File: src/rtl/key_pkg.sv
// key_pkg: shared key-input constants and configuration check for the key debouncer and encoder.
package key_pkg;
    localparam int NUM_KEYS    = 8;
    localparam int CNT_MAX_DEF = 500000;
    localparam int CNT_W_DEF   = 20;

    function automatic bit cnt_fits(input int cnt_max, input int cnt_w);
        return cnt_max >= 2 && cnt_w > 0 && cnt_w < 62 &&
               (longint'(cnt_max) - 1) < (longint'(1) << cnt_w);
    endfunction
endpackage

File: src/rtl/debounce_cell.sv
// debounce_cell: one channel with 2-flop sync, stability counter, level and press pulse.
// Release pulse output exists only when KEY_RELEASE_PULSE_EN is defined.
import key_pkg::*;

module debounce_cell #(
    parameter int CNT_MAX = CNT_MAX_DEF,
    parameter int CNT_W   = CNT_W_DEF
) (
    input  logic clk,
    input  logic rst,
    input  logic key_in,
    output logic level,
    output logic level_nxt,
    output logic press
`ifdef KEY_RELEASE_PULSE_EN
    ,
    output logic rel
`endif
);
    logic             sync1, sync2;
    logic [CNT_W-1:0] cnt;
    logic             differ, term;

    assign differ    = sync2 != level;
    assign term      = cnt == CNT_W'(CNT_MAX - 1);
    assign level_nxt = (differ && term) ? sync2 : level;

    always_ff @(posedge clk) begin
        if (rst) begin
            sync1 <= 1'b0;
            sync2 <= 1'b0;
            cnt   <= '0;
            level <= 1'b0;
            press <= 1'b0;
`ifdef KEY_RELEASE_PULSE_EN
            rel   <= 1'b0;
`endif
        end else begin
            sync1 <= key_in;
            sync2 <= sync1;
            // any agreement or an accepted change restarts the count
            cnt   <= (differ && !term) ? cnt + 1'b1 : '0;
            level <= level_nxt;
            press <= level_nxt & ~level;
`ifdef KEY_RELEASE_PULSE_EN
            rel   <= ~level_nxt & level;
`endif
        end
    end
endmodule

File: src/rtl/key_debounce_8.sv
// key_debounce_8: eight independent debounced key channels feeding the priority encoder.
// Defining KEY_RELEASE_PULSE_EN adds the key_release pulse output.
import key_pkg::*;

module key_debounce_8 #(
    parameter int CNT_MAX = CNT_MAX_DEF,
    parameter int CNT_W   = CNT_W_DEF
) (
    input  logic                clk,
    input  logic                rst,
    input  logic [NUM_KEYS-1:0] key_in,
    output logic [NUM_KEYS-1:0] key_out,
    output logic [NUM_KEYS-1:0] key_press,
`ifdef KEY_RELEASE_PULSE_EN
    output logic [NUM_KEYS-1:0] key_release,
`endif
    output logic                key_any
);
    logic [NUM_KEYS-1:0] lvl_nxt;

    if (!cnt_fits(CNT_MAX, CNT_W)) begin : g_bad_cfg
        $error("key_debounce_8: CNT_MAX must be >= 2 and CNT_MAX-1 must fit in CNT_W bits");
    end

    for (genvar i = 0; i < NUM_KEYS; i++) begin : g_ch
        debounce_cell #(.CNT_MAX(CNT_MAX), .CNT_W(CNT_W)) u_cell (
            .clk       (clk),
            .rst       (rst),
            .key_in    (key_in[i]),
            .level     (key_out[i]),
            .level_nxt (lvl_nxt[i]),
            .press     (key_press[i])
`ifdef KEY_RELEASE_PULSE_EN
            ,
            .rel       (key_release[i])
`endif
        );
    end

    // taken from next-state levels so key_any moves with key_out
    always_ff @(posedge clk) begin
        key_any <= rst ? 1'b0 : |lvl_nxt;
    end
endmodule
File: config.mk
export PLATFORM = sky130hd
export DESIGN_NAME = key_debounce_8
export DESIGN_NICKNAME = d
export VERILOG_FILES = /design/src/rtl/key_pkg.sv /design/src/rtl/debounce_cell.sv /design/src/rtl/key_debounce_8.sv
export SDC_FILE = /design/constraint.sdc
export NUM_CORES = 1
export LEC_CHECK = 0
export CAP_MARGIN = 10
export CORE_MARGIN = 2
export CORE_UTILIZATION = 63
export CTS_BUF_LIST = sky130_fd_sc_hd__clkbuf_8
export DETAILED_ROUTE_END_ITERATION = 6
export PLACE_DENSITY = 0.82
export SLEW_MARGIN = 20
export SYNTH_ARGS = -nofsm -noshare
export SYNTH_HDL_FRONTEND = slang
export SYNTH_SLANG_ARGS = --single-unit
File: constraint.sdc
create_clock -name clk -period 2.6 [get_ports clk]
set_input_delay 0.52 -clock clk [delete_from_list [all_inputs] [get_ports clk]]
set_output_delay 0.52 -clock clk [all_outputs]
set_load 0.005 [all_outputs]
==> results of run 1 <==
cell families (layout without fill, tap and decap cells):
kind of cell	Yosys count	count (layout)
fa+ha+maj	8	8
simple gates	463	463
mux	8	8
buf+inv	57	80
flops	193	193
xor+xnor	142	142
compound gates	21	21
cell usage after synthesis (all sizes together), types with 10 or more instances:
cell	instances
a21oi	11
and3	20
and4	14
buf	19
clkbuf	20
dfxtp	193
inv	18
nand2	53
nand3	49
nand4	35
nor2	191
nor2b	21
nor3	27
nor4b	10
o21ai	10
or3	19
xnor2	68
xor2	74
layer usage:
layer | wire [um] | vias up
li1 | - | 2988
met1 | 6520 | 2612
met2 | 5940 | 61
met3 | 406 | 19
met4 | 222 | 0
met5 | 0 | -
through the flow:
stage          util, %  total power, mW
2_1_floorplan        -             3.08
5_1_grt           69.6             5.16
3_3_place_gp      66.3             3.11
4_1_cts           69.6             5.03
3_5_place_dp      66.3             3.11
6_report          69.6             4.97
placed cells by master, fill, tap and decap left out, types with 8 or more instances in the layout:
master,synthesis,final
nor3_1,24,24
nand4_1,34,34
dfxtp_1,193,193
nor4b_1,8,8
mux2i_1,8,8
nand2_1,53,53
o21ai_0,10,10
and4_1,14,14
clkbuf_8,0,22
clkdlybuf4s50_1,0,25
a21oi_1,11,11
ha_1,8,8
inv_1,18,18
nor2_1,190,190
or3_1,18,18
nand3_1,48,48
nor4_1,8,8
xnor2_1,68,68
xor2_1,74,74
nor2b_1,21,21
and3_1,20,20
power by group:
group / internal [mW] / switching, mW / total (mW)
Sequential: 2.97 / 0.00853 / 2.98
Combinational: 0.0275 / 0.0354 / 0.0629
Clock: 0.974 / 0.960 / 1.93
Total: 3.97 / 1.00 / 4.97
area by class of cell:
type | count | area (um^2) | area share [%]
Clock inverter | 9 | 105 | 1.21
Clock buffer | 22 | 303 | 3.48
Tap cell | 172 | 215 | 2.47
Inverter | 18 | 67.6 | 0.776
Multi-Input combinational cell | 642 | 3860 | 44.3
Timing Repair Buffer | 31 | 293 | 3.36
Sequential cell | 193 | 3860 | 44.4
flip-flops by register name, summed over array words and instances, names as in the netlist:
| name | flops |
|---|---|
| key_any | 1 |
| g_ch.u_cell.cnt | 160 |
| g_ch.u_cell.sync1 | 8 |
| g_ch.u_cell.sync2 | 8 |
| g_ch.u_cell.press | 8 |
| g_ch.u_cell.level | 8 |
worst paths after layout:
kind                                endpoint  depth (start not counted)                              from  slack, ns
min          g_ch[3].u_cell.sync2$_SDFF_PP0_                          1   g_ch[3].u_cell.sync1$_SDFF_PP0_       0.44
max                       key_any$_SDFF_PP0_                          7  g_ch[2].u_cell.cnt[0]$_SDFF_PP0_       0.54
min reg2reg  g_ch[3].u_cell.sync2$_SDFF_PP0_                          1   g_ch[3].u_cell.sync1$_SDFF_PP0_       0.44
max reg2reg               key_any$_SDFF_PP0_                          7  g_ch[2].u_cell.cnt[0]$_SDFF_PP0_       0.54
worst max-delay path, stage by stage, from the launching register on:
cell and delay [ns]:
dfxtp_1 0.36, ha_1 0.21, and4_1 0.26, nand4_1 0.11, nor4b_2 0.35, mux2i_1 0.35
and4_1 0.23, a21oi_1 0.06
==> out/qor.yml, run 1 <==
status: "completed"
postCtsSetupBuffers: 0
synth_area_leaders: "dfxtp_1 (48%), nor2_1 (8.9%), xor2_1 (8.1%), xnor2_1 (7.4%), nand3_1 (3.0%)"
arrival_ns: 2.39
wl_per_cell_um: 12.0
totalWireLength_mm: 13.1
dp_cells: 1056
p_leak_nw: 2.75
crit_path_max_fanout: 4
yosysWarnings: 0
finalWorstSetupSlack_ns: 0.544
syn_inst: 892
nets: 921
n_antenna_cell: 0
ctsHoldBuffers: 0
yosys.area.top_type: "dfxtp_1"
grtUsageMet1_pct: 26.1
hpwlAfterDp_mm: 9.10
final_antenna_net_count: 0
first_iter_violations: 295
grt_pass1_wl_mm: 22.6
muxShareOfSynthArea_pct: 1.00
ys.flop_type: "dfxtp_1"
insertion_delay_ns: 0.46
track_usage_pct: 20.8
grt_pass1_vias: 5217
clk_path_buf_depth: 2
synthArstFlopShare_pct: 0
slew_headroom_pct: 54.8
vdd_drop_max_uv: 625
dieArea_um2: 13600
gr-max-usage-layer: "met2"
cts.sinks: 193
cp-end-kind: "flop"
vias_per_cell: 5.23
worstSetupStartpointType: "flop"
io-pin-count: 27
worstSetupPathType: "flop to flop"
period_share_pct: 79.1
route.detailed.drc: 0
drive_gt1_share_pct: 5.36
finalHoldViolations: 0
seq_area_frac_synth_pct: 48.3
fp.dieH_um: 117
met2_usage_pct: 34.3
timing.hold.ws_ns: 0.440
fillCellCount: 1008
rsz0062_at_grt: "no"
start_util_pct: 63.9
antenna_found_initial: 0
globalRouteOverflowTotal: 0
drt_first_pass_iters: 4
clk_pin_slew_ns: 0.09
synth-edff-count: 0
grt_util_met3_pct: 5.86
synthXorXnorAreaFrac_pct: 15.5
syn_avg_cell_area_um2: 8.97
tns_ns: 0
pwr_density_cell_nw_per_um2: 571
finalSetupViolations: 0
grt_max_degree: 26
crit_required_ns: 2.93
max_cap_viol_count: 0
syn2layout_area_growth_pct: 8.82
placed_cell_area_um2: 8300
skew_ns: 0.00740
slew_viol_final: 0
vias: 5680
syn_area_um2: 8000
synth_seq_cells: 193
synth_adder_area_share_pct: 1.25
yosys.area_share.simple_pct: 29.1
fmaxAchievable_mhz: 486
synth.net_count: 910
finalCriticalPeriod_ns: 2.06
fp.dieW_um: 117
pre_cts_ws_ns: 0.530
stdcell_count: 1087
core-area_um2: 12500
synth-compound-area-share_pct: 1.31
cts_resized: 0
rows: 41
cts_tree: "built"
yosysUniqueCellTypes: 37
min-delay-path-class: "flop to flop"
cts_max_level: 4
port_buffers: 26
root_buffer: "clkbuf_8"
worst_pin_slew_ns: 0.673
synth_top_family_by_area: "simple AND/OR/NAND/NOR gates"
gp_congestion: 0.824
design_area_um2: 8710
numCtsBuffers: 17
synth_top_area_share_pct: 48.3
(Power assumes the default switching activity.)
==> run 2: changes to the inputs <==
- clock period: 2.6 -> 1.9 ns (I/O delays scaled with it)
==> run 2 against run 1 <==
Compared with the run above:
- cell area up 5.6%
- non-clock buffer count up 47
- sequential share of layout area down 2.1 points
- register-to-register slack worse by 0.45 ns
- clock skew up 0.0028 ns
- largest power group unchanged
- sequential power up 37%
- total power up 39%
- global-route usage up 0.84 points
- critical path depth down 6
==> out/qor.yml, run 2 (synthesis gave the netlist of run 1 again) <==
p_leak_nw: 3.01
grt_pass1_vias: 5452
status: "completed"
clk_pin_slew_ns: 0.10
finalCriticalPeriod_ns: 1.82
crit_path_max_fanout: 4
grt_pass1_wl_mm: 23.7
crit_family: "buffers and inverters"
finalHoldViolations: 0
min-delay-path-class: "input pin to flop"
crit_required_ns: 1.52
skew_ns: 0.0102
grt_max_degree: 27
route.detailed.drc: 0
ff2ff_setup_slack_ns: 0.09
finalSetupViolations: 0
slowest_delay_ns: 0.57
crit_chain: "clkdlybuf4s50_1"
tns_ns: 0
rsz0062_at_grt: "yes"
largest_register_ffs: 160
vdd_drop_max_uv: 572
mostFrequentLayoutCell: "nor2_1"
vias_per_cell: 5.24
wl_per_cell_um: 12.5
rows: 41
worstSetupPathType: "flop to primary output"
pwr_density_cell_nw_per_um2: 750
drt_first_pass_iters: 5
first_iter_violations: 284
totalWireLength_mm: 14.2
worstSetupStartpointType: "flop"
largest-register: "g_ch.u_cell.cnt"
ctsHoldBuffers: 0
fp.dieH_um: 117
slowest_stage: "clkdlybuf4s50_1"
n_antenna_cell: 0
fmaxAchievable_mhz: 549
vias: 5950
io-pin-count: 27
drive_gt1_share_pct: 13.3
final_antenna_net_count: 0
insertion_delay_ns: 0.47
critical_path_buf_inv_count: 1
port_buffers: 26
root_buffer: "clkbuf_8"
start_util_pct: 63.9
syn2layout_area_growth_pct: 14.9
fp.dieW_um: 117
slew_headroom_pct: 66.8
timing.rr.end: "key_any$_SDFF_PP0_"
cts.sinks: 193
rr_worst_depth: 7
numCtsBuffers: 17
final_cell_mix: "nor2_1 (189), dfxtp_1 (179), xor2_1 (73), xnor2_1 (68), nand2_1 (53)"
arrival_ns: 1.44
track_usage_pct: 21.6
cp-end-kind: "primary output"
reg2reg_from: "g_ch[2].u_cell.cnt[0]$_SDFF_PP0_"
cts_tree: "built"
min_from: "rst"
worst_pin_slew_ns: 0.497
core-area_um2: 12500
cts_max_level: 4
antenna_found_initial: 0
crit_cells: 1
hold_depth: 2
gp_congestion: 0.805
dieArea_um2: 13600
max_cap_viol_count: 0
globalRouteOverflowTotal: 0
fillCellCount: 953
clk_path_buf_depth: 2
slew_viol_final: 0
hold_end: "g_ch[4].u_cell.level$_SDFF_PP0_"
nets: 968
total_power_mw: 6.90
period_share_pct: 95.9
hpwlAfterDp_mm: 9.77
-- run 2: cell types whose count changed in the layout (fill, tap and decap cells not counted), moves of 2 or more --
cell,previous run,this run
buf_4,5,51
clkinvlp_4,1,3
ha_2,0,2
clkbuf_8,22,18
dfxtp_2,0,13
mux2i_2,0,3
mux2i_1,8,5
nor3_1,24,21
dfxtp_1,193,179
ha_1,8,5
nor3_2,2,4
nor4b_1,8,6
-- run 2: how the worst max path moves through the flow --
stage                                          start                                end  slack [ns]
floorplan           g_ch[7].u_cell.cnt[0]$_SDFF_PP0_  g_ch[7].u_cell.cnt[18]$_SDFF_PP0_        0.01
finish               g_ch[4].u_cell.level$_SDFF_PP0_                         key_out[4]        0.08
global route        g_ch[1].u_cell.cnt[0]$_SDFF_PP0_                 key_any$_SDFF_PP0_       -0.04
CTS                 g_ch[2].u_cell.cnt[0]$_SDFF_PP0_                 key_any$_SDFF_PP0_        0.01
detailed placement  g_ch[2].u_cell.cnt[0]$_SDFF_PP0_                 key_any$_SDFF_PP0_       0.004
global placement    g_ch[2].u_cell.cnt[0]$_SDFF_PP0_                 key_any$_SDFF_PP0_        0.06
-- run 2: layout make-up --
class | instances | area, um^2 | share of cell area (%)
Multi-Input combinational cell | 642 | 3960 | 43.1
Inverter | 18 | 67.6 | 0.735
Clock inverter | 14 | 164 | 1.78
Timing Repair Buffer | 78 | 658 | 7.16
Clock buffer | 18 | 248 | 2.69
Tap cell | 172 | 215 | 2.34
Sequential cell | 193 | 3880 | 42.2
-- run 2: per-stage QoR --
stage	util [%]	instances	setup WS [ns]	cell area, um^2	hold slack [ns]
floorplan	-	892	0.0141	8000	0.414
CTS	72.5	1133	0.0105	9080	0.317
global placement	69.1	1101	0.0566	8650	0.417
finish	73.5	1135	0.0784	9200	0.344
global route	73.5	1135	-0.0433	9200	0.349
detailed placement	69.1	1101	0.00407	8650	0.430
-- run 2: repair_timing --
action | 4_1_cts | 5_1_grt
gates resized for setup | 3 | 32
setup endpoints to repair | 1 | 44
buffers inserted | 0 | 2
pin swaps | 1 | 6
-- run 2: report_power, final --
group / switching, mW / internal [mW]
registers: 0.0116 / 4.06
logic: 0.0541 / 0.0469
clock network: 1.40 / 1.33
total: 1.46 / 5.44
-- run 2: per-layer routing --
metal	GRT usage [%]	vias to the layer above	wire (um)
met2	35.7	77	6630
met5	0	-	0
met3	5.76	28	447
met4	7.61	0	296
met1	27.5	2779	6850
li1	-	3066	-
==> run 3: changes to the inputs <==
- CELL_PAD_IN_SITES_DETAIL_PLACEMENT: not set -> 2
- CELL_PAD_IN_SITES_GLOBAL_PLACEMENT: not set -> 2
- CORE_UTILIZATION: 63 -> 40
- PLACE_DENSITY: 0.82 -> not set
- PLACE_DENSITY_LB_ADDON: not set -> 0.1
- RECOVER_POWER: not set -> 25
==> run 3 against run 2 <==
Compared with the run above:
- the run now ends with setup timing left
- clock-buffer cell count increased by 1
- wire length increased by 57%
- maximum frequency down 9.4%
- largest power group unchanged
==> out/qor.yml, run 3 (synthesis gave the netlist of run 1 again) <==
drive_gt1_share_pct: 18.5
timing.hold.ws_ns: 0.389
p_leak_nw: 3.22
grt_pass1_wl_mm: 35.7
finalWorstSetupSlack_ns: -0.111
cts.sinks: 193
largest-register: "g_ch.u_cell.cnt"
wl_per_cell_um: 17.6
n_antenna_cell: 0
vias_per_cell: 5.10
rr_worst_depth: 6
total_power_mw: 6.86
slew_headroom_pct: 64.2
ff2ff_setup_slack_ns: -0.11
multi_input_area_um2: 4020
largest_register_ffs: 160
mostFrequentLayoutCell: "nor2_1"
finalCriticalPeriod_ns: 2.01
regArea_um2: 3890
reg2reg_from: "g_ch[3].u_cell.cnt[14]$_SDFF_PP0_"
timing.rr.end: "key_any$_SDFF_PP0_"
hold_end: "g_ch[4].u_cell.sync2$_SDFF_PP0_"
fp.dieW_um: 145
grt_max_degree: 24
min-delay-path-class: "input pin to flop"
cts_max_level: 4
cp-end-kind: "flop"
period_share_pct: 106
drt_first_pass_iters: 6
syn2layout_area_growth_pct: 20.9
status: "complete, but fails checks"
worst_pin_slew_ns: 0.536
placed_cell_area_um2: 8970
dp_cells: 1216
stdcell_count: 1264
crit_required_ns: 2.24
io-pin-count: 27
rsz0062_at_grt: "yes"
final_cell_mix: "nor2_1 (186), dfxtp_1 (168), buf_4 (83), xor2_1 (74), xnor2_1 (68)"
route.detailed.drc: 0
slowest_stage: "nor4_1"
finalSetupViolations: 3
worstSetupPathType: "flop to flop"
antenna_found_initial: 0
vdd_drop_max_uv: 397
pre_cts_ws_ns: -0.121
cts_tree: "built"
numCtsBuffers: 17
pwr_density_cell_nw_per_um2: 709
fillCellCount: 2146
totalWireLength_mm: 22.2
ctsHoldBuffers: 0
utilization_pct: 49.6
start_util_pct: 41.0
vias: 6441
design_area_um2: 9680
gp_congestion: 0.774
nets: 1004
arrival_ns: 2.35
port_buffers: 26
critical_path_buf_inv_count: 0
crit_chain: "nor4_1 > nand4_1 > nor3_4 > mux2i_2 > and4_1 > a21oi_1"
root_buffer: "clkbuf_8"
slew_viol_final: 0
clk_path_buf_depth: 2
globalRouteOverflowTotal: 0
final_antenna_net_count: 0
finalHoldViolations: 0
first_iter_violations: 199
slowest_delay_ns: 0.38
hold_depth: 2
min_from: "rst"
fmaxAchievable_mhz: 497
tns_ns: -0.184
grt_pass1_vias: 7219
clk_pin_slew_ns: 0.11
max_cap_viol_count: 0
rows: 51
crit_path_max_fanout: 3
violations: "setup timing"
skew_ns: 0.0209
fp.dieH_um: 145
core-area_um2: 19500
worstSetupStartpointType: "flop"
insertion_delay_ns: 0.47
crit_family: "simple AND/OR/NAND/NOR gates"
dieArea_um2: 21200
hpwlAfterDp_mm: 15.1
track_usage_pct: 20.5
==> run 3: changes by cell type in the layout (fill, tap and decap cells not counted), sizes merged <==
cell / delta
clkinvlp: +3
clkbuf: +1
bufinv: -2
clkinv: -5
inv: +3
buf: +36
==> run 3: layer usage <==
layer | part of all wire [%] | GRT usage (%) | vias up | wire [um]
met2 | 54 | 39.1 | 60 | 12100
met5 | 0 | 0 | - | 0
met3 | 1.7 | 3.86 | 25 | 376
li1 | - | - | 3137 | -
met4 | 1.6 | 4.71 | 0 | 359
met1 | 42 | 23.5 | 3219 | 9420
==> run 3: how the worst max path moves through the flow <==
stage,from,to,slack (ns),cells past startpoint
floorplan,g_ch[7].u_cell.cnt[0]$_SDFF_PP0_,g_ch[7].u_cell.cnt[18]$_SDFF_PP0_,0.01,7
CTS,g_ch[2].u_cell.cnt[1]$_SDFF_PP0_,key_any$_SDFF_PP0_,-0.03,7
finish,g_ch[3].u_cell.cnt[14]$_SDFF_PP0_,key_any$_SDFF_PP0_,-0.11,6
detailed placement,g_ch[3].u_cell.cnt[0]$_SDFF_PP0_,key_any$_SDFF_PP0_,-0.12,7
global route,g_ch[3].u_cell.cnt[14]$_SDFF_PP0_,key_any$_SDFF_PP0_,-0.16,6
global placement,g_ch[3].u_cell.cnt[0]$_SDFF_PP0_,key_any$_SDFF_PP0_,-0.07,7
==> run 3: area by class of cell <==
class | instances | share of cell area, %
repair buffers | 114 | 10.0
inverters | 18 | 0.698
clock inverters | 13 | 1.31
clock buffers | 19 | 2.70
well taps | 265 | 3.43
multi-input cells | 642 | 41.6
flip-flops and latches | 193 | 40.3
==> run 3: report_power, final <==
part / internal, mW / switching [mW]
clock network: 1.13 / 1.54
registers: 4.06 / 0.0123
logic: 0.0518 / 0.0613
total: 5.24 / 1.62
==> run 3: timing repair <==
item	4_1_cts	5_1_grt
endpoints found under the hold margin	0	0
endpoints found under the setup margin	29	44
gates resized for setup	18	42
pin swaps	3	15
buffers inserted	4	13
